[config.mk]
export PLATFORM = sky130hd
export DESIGN_NAME = demux_1x2_reg
export DESIGN_NICKNAME = d
export VERILOG_FILES = /design/src/rtl/demux_pkg.sv /design/src/rtl/demux_out_slot.sv /design/src/rtl/demux_1x2_reg.sv
export SDC_FILE = /design/constraint.sdc
export NUM_CORES = 1
export LEC_CHECK = 0
export ABC_AREA = 1
export CORE_AREA = 2 2 81 99
export DETAILED_ROUTE_END_ITERATION = 8
export DIE_AREA = 0 0 83 101
export HOLD_SLACK_MARGIN = 0.03
export PLACE_DENSITY = 0.83
export SYNTH_ARGS = -nofsm -noshare
export SYNTH_HDL_FRONTEND = slang
export SYNTH_SLANG_ARGS = --single-unit
[constraint.sdc]
create_clock -name clk -period 1.4 [get_ports clk]
set_input_delay 0.14 -clock clk [delete_from_list [all_inputs] [get_ports clk]]
set_output_delay 0.14 -clock clk [all_outputs]
set_load 0.02 [all_outputs]
[src/rtl/demux_pkg.sv]
// Shared constants for the registered 1-to-2 demultiplexer: select
// encodings and the per-slot EMPTY/FULL state type.
package demux_pkg;

    localparam logic SEL_A = 1'b0;
    localparam logic SEL_B = 1'b1;

    typedef enum logic {
        SLOT_EMPTY = 1'b0,
        SLOT_FULL  = 1'b1
    } slot_state_e;

endpackage

[src/rtl/demux_out_slot.sv]
// One output holding slot: a single data register plus an EMPTY/FULL flag.
// The slot can accept new data when it is empty or is being drained in the
// same cycle, which gives full throughput without a bubble.
module demux_out_slot
    import demux_pkg::*;
#(
    parameter int WIDTH = 32
) (
    input  logic             clk,
    input  logic             rst_n,
    input  logic             fill_i,
    input  logic [WIDTH-1:0] fill_data_i,
    input  logic             ready_in_i,
    output logic             valid_out_o,
    output logic [WIDTH-1:0] data_out_o,
    output logic             can_accept_o
);

    slot_state_e      state_q;
    logic [WIDTH-1:0] data_q;

    // Slot FSM: load on fill, empty on a drain that is not refilled.
    always_ff @(posedge clk or negedge rst_n) begin
        if (!rst_n) begin
            state_q <= SLOT_EMPTY;
            data_q  <= '0;
        end else begin
            case (state_q)
                SLOT_EMPTY: begin
                    if (fill_i) begin
                        state_q <= SLOT_FULL;
                        data_q  <= fill_data_i;
                    end
                end
                SLOT_FULL: begin
                    if (fill_i) begin
                        data_q <= fill_data_i;
                    end else if (ready_in_i) begin
                        state_q <= SLOT_EMPTY;
                    end
                end
                default: begin
                    state_q <= SLOT_EMPTY;
                end
            endcase
        end
    end

    assign valid_out_o  = (state_q == SLOT_FULL);
    assign data_out_o   = data_q;
    // A full slot whose consumer is taking data this cycle frees its place.
    assign can_accept_o = (state_q == SLOT_EMPTY) || ready_in_i;

endmodule

[src/rtl/demux_1x2_reg.sv]
// Registered 1-to-2 demultiplexer. Steers the producer stream to slot A
// (in_sel=0) or slot B (in_sel=1), each holding one beat with a
// valid/ready handshake. Optional per-destination transfer counters are
// built only when DEMUX_STATS_EN is defined; otherwise cnt_a/cnt_b read 0.
module demux_1x2_reg
    import demux_pkg::*;
#(
    parameter int WIDTH     = 32,
    parameter int CNT_WIDTH = 16
) (
    input  logic                 clk,
    input  logic                 rst_n,
    input  logic                 in_valid,
    output logic                 in_ready,
    input  logic [WIDTH-1:0]     in_data,
    input  logic                 in_sel,
    output logic                 a_valid,
    input  logic                 a_ready,
    output logic [WIDTH-1:0]     a_data,
    output logic                 b_valid,
    input  logic                 b_ready,
    output logic [WIDTH-1:0]     b_data,
    output logic [CNT_WIDTH-1:0] cnt_a,
    output logic [CNT_WIDTH-1:0] cnt_b
);

    logic a_can_accept;
    logic b_can_accept;
    logic fill_a;
    logic fill_b;

    // Only the selected destination decides whether the producer may proceed.
    assign in_ready = (in_sel == SEL_A) ? a_can_accept : b_can_accept;
    assign fill_a   = in_valid && in_ready && (in_sel == SEL_A);
    assign fill_b   = in_valid && in_ready && (in_sel == SEL_B);

    demux_out_slot #(.WIDTH(WIDTH)) u_slot_a (
        .clk          (clk),
        .rst_n        (rst_n),
        .fill_i       (fill_a),
        .fill_data_i  (in_data),
        .ready_in_i   (a_ready),
        .valid_out_o  (a_valid),
        .data_out_o   (a_data),
        .can_accept_o (a_can_accept)
    );

    demux_out_slot #(.WIDTH(WIDTH)) u_slot_b (
        .clk          (clk),
        .rst_n        (rst_n),
        .fill_i       (fill_b),
        .fill_data_i  (in_data),
        .ready_in_i   (b_ready),
        .valid_out_o  (b_valid),
        .data_out_o   (b_data),
        .can_accept_o (b_can_accept)
    );

`ifdef DEMUX_STATS_EN
    logic [CNT_WIDTH-1:0] cnt_a_q;
    logic [CNT_WIDTH-1:0] cnt_b_q;

    // Count accepted beats per destination; wraps naturally at the top.
    always_ff @(posedge clk or negedge rst_n) begin
        if (!rst_n) begin
            cnt_a_q <= '0;
            cnt_b_q <= '0;
        end else begin
            if (fill_a) begin
                cnt_a_q <= cnt_a_q + 1'b1;
            end
            if (fill_b) begin
                cnt_b_q <= cnt_b_q + 1'b1;
            end
        end
    end

    assign cnt_a = cnt_a_q;
    assign cnt_b = cnt_b_q;
`else
    assign cnt_a = '0;
    assign cnt_b = '0;
`endif

endmodule
==> run metrics, run 1 <==
CTS tree=built; flops & latches, synth=66; final worst path period share=95.0%; grt ovf=0; PD cells=1290 mW/mm^2; Die Ht=101 microns; clock transition at the registers of the reported paths=0.07 ns; kind of critical path=input port to register; Cell Int Power=3550 uW; total wire length=7880 microns; sequential power share=44.5%; Post-synth EDFFs=0; final hold vios=0; Cell Area, Synth=0.00299 sq mm; Max VDD drop=0.000630 V; ANT nets after route=0; CTS Root Cell=clkbuf_8; status=finished, final reports clean; detailed placement HPWL=5560 microns; Post-synth top cells=135 x nand2_1, 66 x dfrtp_1, 64 x nand4_1, 41 x buf_4, 17 x buf_2; Residual DRC=0; Tmin final=1.33 ns; Syn Area/Cell=9.08 sq um; Boundary Pins=137; post-synthesis sequential area ratio=55.3%; initial antenna violation count=0; WP data arrival=1.55 ns; Synth warnings=0; Area contributors post-synth=dfrtp_1 55%, nand2_1 17%, nand4_1 13%; final core area utilization=55.2%; Initial Utilization=39.9%; Clock H-tree levels=3; final setup TNS=0 ns; via count=2,657; clock buffers created by TritonCTS=9; maxcap violations=0; leakage power=0.00225 uW; RSZ-0062 raised after global routing=false; Comb pwr share=28.3%; Tot Pwr=5350 uW; CTS sink count=66; vias per cell=5.00; Post-Syn Instances=329; Syn-to-layout area delta=38.5%; CTS Buffer Depth=2; port bufs=104; clk_skew=0.00754 ns; Setup crit start kind=input port; Yosys top cell area share=55.3%; Die Wd=83 microns; biggest area consumer among synthesized cells=dfrtp_1; number of diodes=0; switching share of power=33.6%; Sw Pwr=1800 uW; commonest register cell after synthesis=dfrtp_1; # rows=35; CP Capture Type=register; Clk pwr share=27.3%; Hold WS=0.219 ns; final-stage net count=472; DR iter-0 viols=137; layout cell share with drive strength beyond 1=8.43%; Final setup viols=0; worst skew pair latency=0.33 ns; Placer Congestion=0.793; fin. max-slew vios=0; DIE AREA=0.00838 sq mm; drt wl/cell=14.8 microns; worst-path fanout max=33; GRT Overall Usage=19.3%; ys async rst share=100%; vias in the first global route=2,566; most frequent cell after synthesis=nand2_1; Max Clk Rate=752 MHz; HP Class=input port to register; largest net degree at the start of global routing=67; post-synth cell types=9; first-pass GRT wire length=12,700 microns; DR pass1 iterations=5; CORE AREA=0.00749 sq mm; Worst Path Required=1.62 ns
[per-layer routing]
layer  track usage [%]  wire length (microns)  vias up
li1                  -                      -     1248
met2              32.4                   4000      117
met4              8.20                    148        0
met5                 0                      0        -
met3              4.59                    502       12
met1              23.9                   3220     1280
[final timing paths]
kind                                               startpoint  slack, ns                                  end  cells past startpoint
max                                                    in_sel       0.07  u_slot_a.data_out_o[28]$_DFFE_PN0P_                      7
min                                                  in_valid       0.22  u_slot_a.data_out_o[12]$_DFFE_PN0P_                      3
max reg2reg                    u_slot_b.valid_out_o$_DFF_PN0_       0.13  u_slot_b.data_out_o[20]$_DFFE_PN0P_                      6
min reg2reg                u_slot_b.data_out_o[2]$_DFFE_PN0P_       0.47   u_slot_b.data_out_o[2]$_DFFE_PN0P_                      2
max in group asynchronous                               rst_n       0.76   u_slot_b.data_out_o[0]$_DFFE_PN0P_                      3
min in group asynchronous                               rst_n       0.34  u_slot_a.data_out_o[18]$_DFFE_PN0P_                      3
[sequential cells by signal (all words and copies together), names as in the netlist]
register and flops:
u_slot_a.valid_out_o 1, u_slot_b.valid_out_o 1, u_slot_a.data_out_o 32, u_slot_b.data_out_o 32
[layout make-up]
class                      instances  area [sq um]
fill                             696          3350
sequential                        66          1650
timing repair buffer             121          1120
multi-input combinational        233          1050
clock buffer                      14           173
tap                               92           115
inverter                           3          11.3
clock inverter                     2          10.0
[worst max-delay path, cell delays in order]
cell	delay, ns
clkdlybuf4s50_1	0.48
inv_2	0.08
buf_4	0.34
nand3_2	0.17
buf_12	0.19
nand2_1	0.07
nand2_1	0.06
[placed cells by master, fill, tap and decap left out]
master           instances
buf_2                    2
buf_12                   3
clkinv_2                 2
buf_6                    1
inv_2                    1
clkbuf_8                12
nand3_2                  2
dlygate4sd2_1           66
buf_8                    1
nand4_1                 64
nand2_2                  1
dfrtp_1                 66
nand2_1                134
conb_1                  32
dlygate4sd3_1            1
buf_4                   12
clkbuf_1                 2
inv_1                    2
clkdlybuf4s50_1         35
[power groups by stage]
stage / Combinational [uW] / Clock [uW] / Sequential, uW
floorplan: 528 / 0 / 2770
global placement: 1710 / 0 / 2410
detailed placement: 1740 / 0 / 2420
CTS: 1530 / 1490 / 2380
global route: 1650 / 1590 / 2420
finish: 1510 / 1460 / 2380
[what timing repair did]
item / 4_1_cts / 5_1_grt
resized for setup: 71 / 5
setup endpoints to repair: 90 / 32
gates cloned: 0 / 0
endpoints found under the hold margin: 66 / 0
setup buffers: 0 / 0
hold buffers: 1 / 0
[stage by stage]
stage	setup slack, ns	instance area, sq um	std cells
after floorplan	0.202	3100	360
after global placement	-0.311	4010	514
after detailed placement	-0.321	4010	514
after CTS	0.00900	4120	531
after global routing	0.00462	4140	531
final	0.0701	4140	531
[cell families after synthesis]
group / count (synthesis) / synth area share (%)
buffers and inverters: 61 / 13.5
DFF: 66 / 55.3
other: 1 / 0.126
and+or+nand+nor: 201 / 31.0
Note: power is estimated with default switching activity, not from simulation.
==> inputs of run 2 (changes only) <==
--- a/config.mk
+++ b/config.mk
@@ -6,11 +6,12 @@
 export NUM_CORES = 1
 export LEC_CHECK = 0
 export ABC_AREA = 1
-export CORE_AREA = 2 2 81 99
+export CORE_AREA = 2 2 81 98
 export DETAILED_ROUTE_END_ITERATION = 8
-export DIE_AREA = 0 0 83 101
+export DIE_AREA = 0 0 83 100
 export HOLD_SLACK_MARGIN = 0.03
 export PLACE_DENSITY = 0.83
 export SYNTH_ARGS = -nofsm -noshare
 export SYNTH_HDL_FRONTEND = slang
+export SYNTH_HIERARCHICAL = 1
 export SYNTH_SLANG_ARGS = --single-unit
==> run 2 against run 1 <==
Against the previous run:
- count of clock-buffer cells in the layout down 3
- largest power group unchanged
- critical endpoint is now u_slot_a/data_out_o[16]$_DFFE_PN0P_
- sequential cell count unchanged
- non-clock buffer count down 4
- worst setup slack worse by 0.023 ns
==> run metrics, run 2 <==
status=finished, final reports clean; Post-synth top cells=180 x nand2_1, 66 x dfrtp_1, 32 x buf_4, 19 x nand2_2; Place WS=-0.195 ns; HP Class=input port to asynchronous set/reset pin; CP peak stage delay=0.40 ns; Clock H-tree levels=3; final setup TNS=0 ns; CP Cell Sequence=nand2_2 > nand2_2 > buf_4 > nor2_4 > buf_6 > buf_12 > nand2_1 > nand2_1; worst path buffer plus inverter count=3; Boundary Pins=137; fin. max-slew vios=0; Tot Pwr=5430 uW; Seq. cell area=0.00165 sq mm; flops & latches, synth=66; DR pass1 iterations=4; post-synthesis sequential area ratio=56.4%; area of the multi-input gates=940 sq um; Residual DRC=0; CTS tree=built; total wire length=6950 microns; final worst path period share=96.7%; Final setup viols=0; largest delay contributor family on the critical path=simple AND/OR/NAND/NOR gates; Placed Cells=511; worst skew pair latency=0.34 ns; Crit-path slowest cell=dfrtp_1; maxcap violations=0; Sw Pwr=1790 uW; worst-path fanout max=17; Die Ht=100 microns; CTS Buffer Depth=2; vias in the first global route=2,233; PD cells=1340 mW/mm^2; leakage power=0.00228 uW; most frequent cell after synthesis=nand2_1; Clk pwr share=28.9%; CORE AREA=0.00749 sq mm; DR iter-0 viols=106; vias per cell=4.33; via count=2,298; WP data arrival=1.62 ns; DIE AREA=0.00830 sq mm; Syn Area/Cell=9.15 sq um; layout cell share with drive strength beyond 1=12.3%; commonest register cell after synthesis=dfrtp_1; Synth warnings=6; largest net degree at the start of global routing=67; detailed placement HPWL=4580 microns; CP Capture Type=register; ANT nets after route=0; Fill cells=692; Cell Int Power=3640 uW; Cell Area, Synth=0.00293 sq mm; clock buffers created by TritonCTS=9; Post-Syn Instances=320; biggest area consumer among synthesized cells=dfrtp_1; clock transition at the registers of the reported paths=0.07 ns; Non-Filler Instances=531; CTS Root Cell=clkbuf_8; drt wl/cell=13.1 microns; Tmin final=1.35 ns; kind of critical path=register to register; Setup WS post-layout=0.0468 ns; number of diodes=0; initial antenna violation count=0; Yosys top cell area share=56.4%; grt ovf=0; Max Clk Rate=739 MHz; commonest non-fill, non-tap cell in the layout=nand2_1; port bufs=104; Worst Path Required=1.66 ns; final hold vios=0; Die Wd=83 microns; Post-synth EDFFs=0; Max VDD drop=0.000602 V; Comb pwr share=27.4%; post-synth cell types=12; Initial Utilization=39.1%; CTS sink count=66; clk_skew=0.0124 ns; Area contributors post-synth=dfrtp_1 56%, nand2_1 23%, buf_4 8.2%; ys async rst share=100%; commonest cells after routing, fill and taps aside=179 x nand2_1, 66 x dlygate4sd2_1, 66 x dfrtp_1, 36 x clkdlybuf4s50_1, 32 x conb_1; switching share of power=33.0%; # rows=35; first-pass GRT wire length=10,800 microns; sequential power share=43.7%; Placer Congestion=0.750; final-stage net count=472; Setup crit start kind=register; GRT Overall Usage=16.3%; Syn-to-layout area delta=38.9%
## run 2: cell types whose count changed after synthesis, moves of 2 or more
| cell | delta |
|---|---|
| inv_1 | +2 |
| buf_12 | +2 |
| inv_8 | +2 |
| buf_6 | +6 |
| nand3_2 | -2 |
| clkbuf_8 | +6 |
| nand2_2 | +19 |
| buf_4 | -9 |
| nand2_1 | +45 |
| buf_2 | -17 |
| nand4_1 | -64 |
## run 2: layout make-up
| class | count | share of cell area (%) |
|---|---|---|
| clock buffers | 11 | 3.48 |
| clock inverters | 5 | 1.32 |
| inverters | 6 | 1.05 |
| multi-input cells | 233 | 23.1 |
| flip-flops and latches | 66 | 40.6 |
| well taps | 92 | 2.83 |
| repair buffers | 117 | 27.4 |
| repair inverters | 1 | 0.215 |
## run 2: metal layers
layer / vias up / wire length, microns / GRT usage, %
met5: - / 0 / 0
met2: 91 / 3680 / 30.4
li1: 1116 / - / -
met3: 6 / 381 / 4.03
met1: 1085 / 2800 / 18.0
met4: 0 / 87 / 6.05
## run 2: path summary, 6_finish.rpt
check                                                    startpoint                             endpoint  slack [ns]  depth (start not counted)
worst max-delay path                 u_slot_a/valid_out_o$_DFF_PN0_  u_slot_a/data_out_o[16]$_DFFE_PN0P_        0.05                          8
worst min-delay path                                          rst_n  u_slot_a/data_out_o[21]$_DFFE_PN0P_        0.34                          3
worst max register to register       u_slot_a/valid_out_o$_DFF_PN0_  u_slot_a/data_out_o[16]$_DFFE_PN0P_        0.05                          8
worst min register to register  u_slot_b/data_out_o[10]$_DFFE_PN0P_  u_slot_b/data_out_o[10]$_DFFE_PN0P_        0.47                          2
max in group asynchronous                                     rst_n  u_slot_a/data_out_o[23]$_DFFE_PN0P_        0.74                          3
min in group clk                                        in_data[31]  u_slot_a/data_out_o[31]$_DFFE_PN0P_        0.36                          3
## run 2: worst min-delay path: stages
cell and delay [ns]:
dlygate4sd3_1 0.52, buf_2 0.12, buf_12 0.29
## run 2: metrics by stage
| step | hold slack [ns] | instance area (sq um) | utilization (%) |
|---|---|---|---|
| after CTS | 0.344 | 4040 | 53.9 |
| final | 0.338 | 4070 | 54.3 |
| after global routing | 0.365 | 4070 | 54.3 |
| after detailed placement | 0.186 | 3920 | 52.3 |
| after floorplan | -0.156 | 3040 | - |
| after global placement | 0.175 | 3920 | 52.3 |
## run 2: logic make-up (layout without fill, tap and decap cells)
logic type	after synthesis	after routing	share of synthesized area (%)
AND/OR/NAND/NOR	201	201	27.5
buffers and inverters	52	140	16.0
flip-flops	66	66	56.4
other	1	32	0.128
## run 2: power by group through the flow
stage          logic (uW)  registers [uW]  clock network (uW)
5_1_grt              1600            2410                1690
3_5_place_dp         1700            2420                   0
3_3_place_gp         1670            2410                   0
4_1_cts              1490            2380                1620
6_report             1490            2370                1570
2_1_floorplan         523            2780                   0
## run 2: what timing repair did
action	CTS	global route
endpoints found under the hold margin	66	0
setup endpoints to repair	67	4
cloned	0	1
hold buffers	1	0
buffers inserted	0	2
resized for setup	68	4
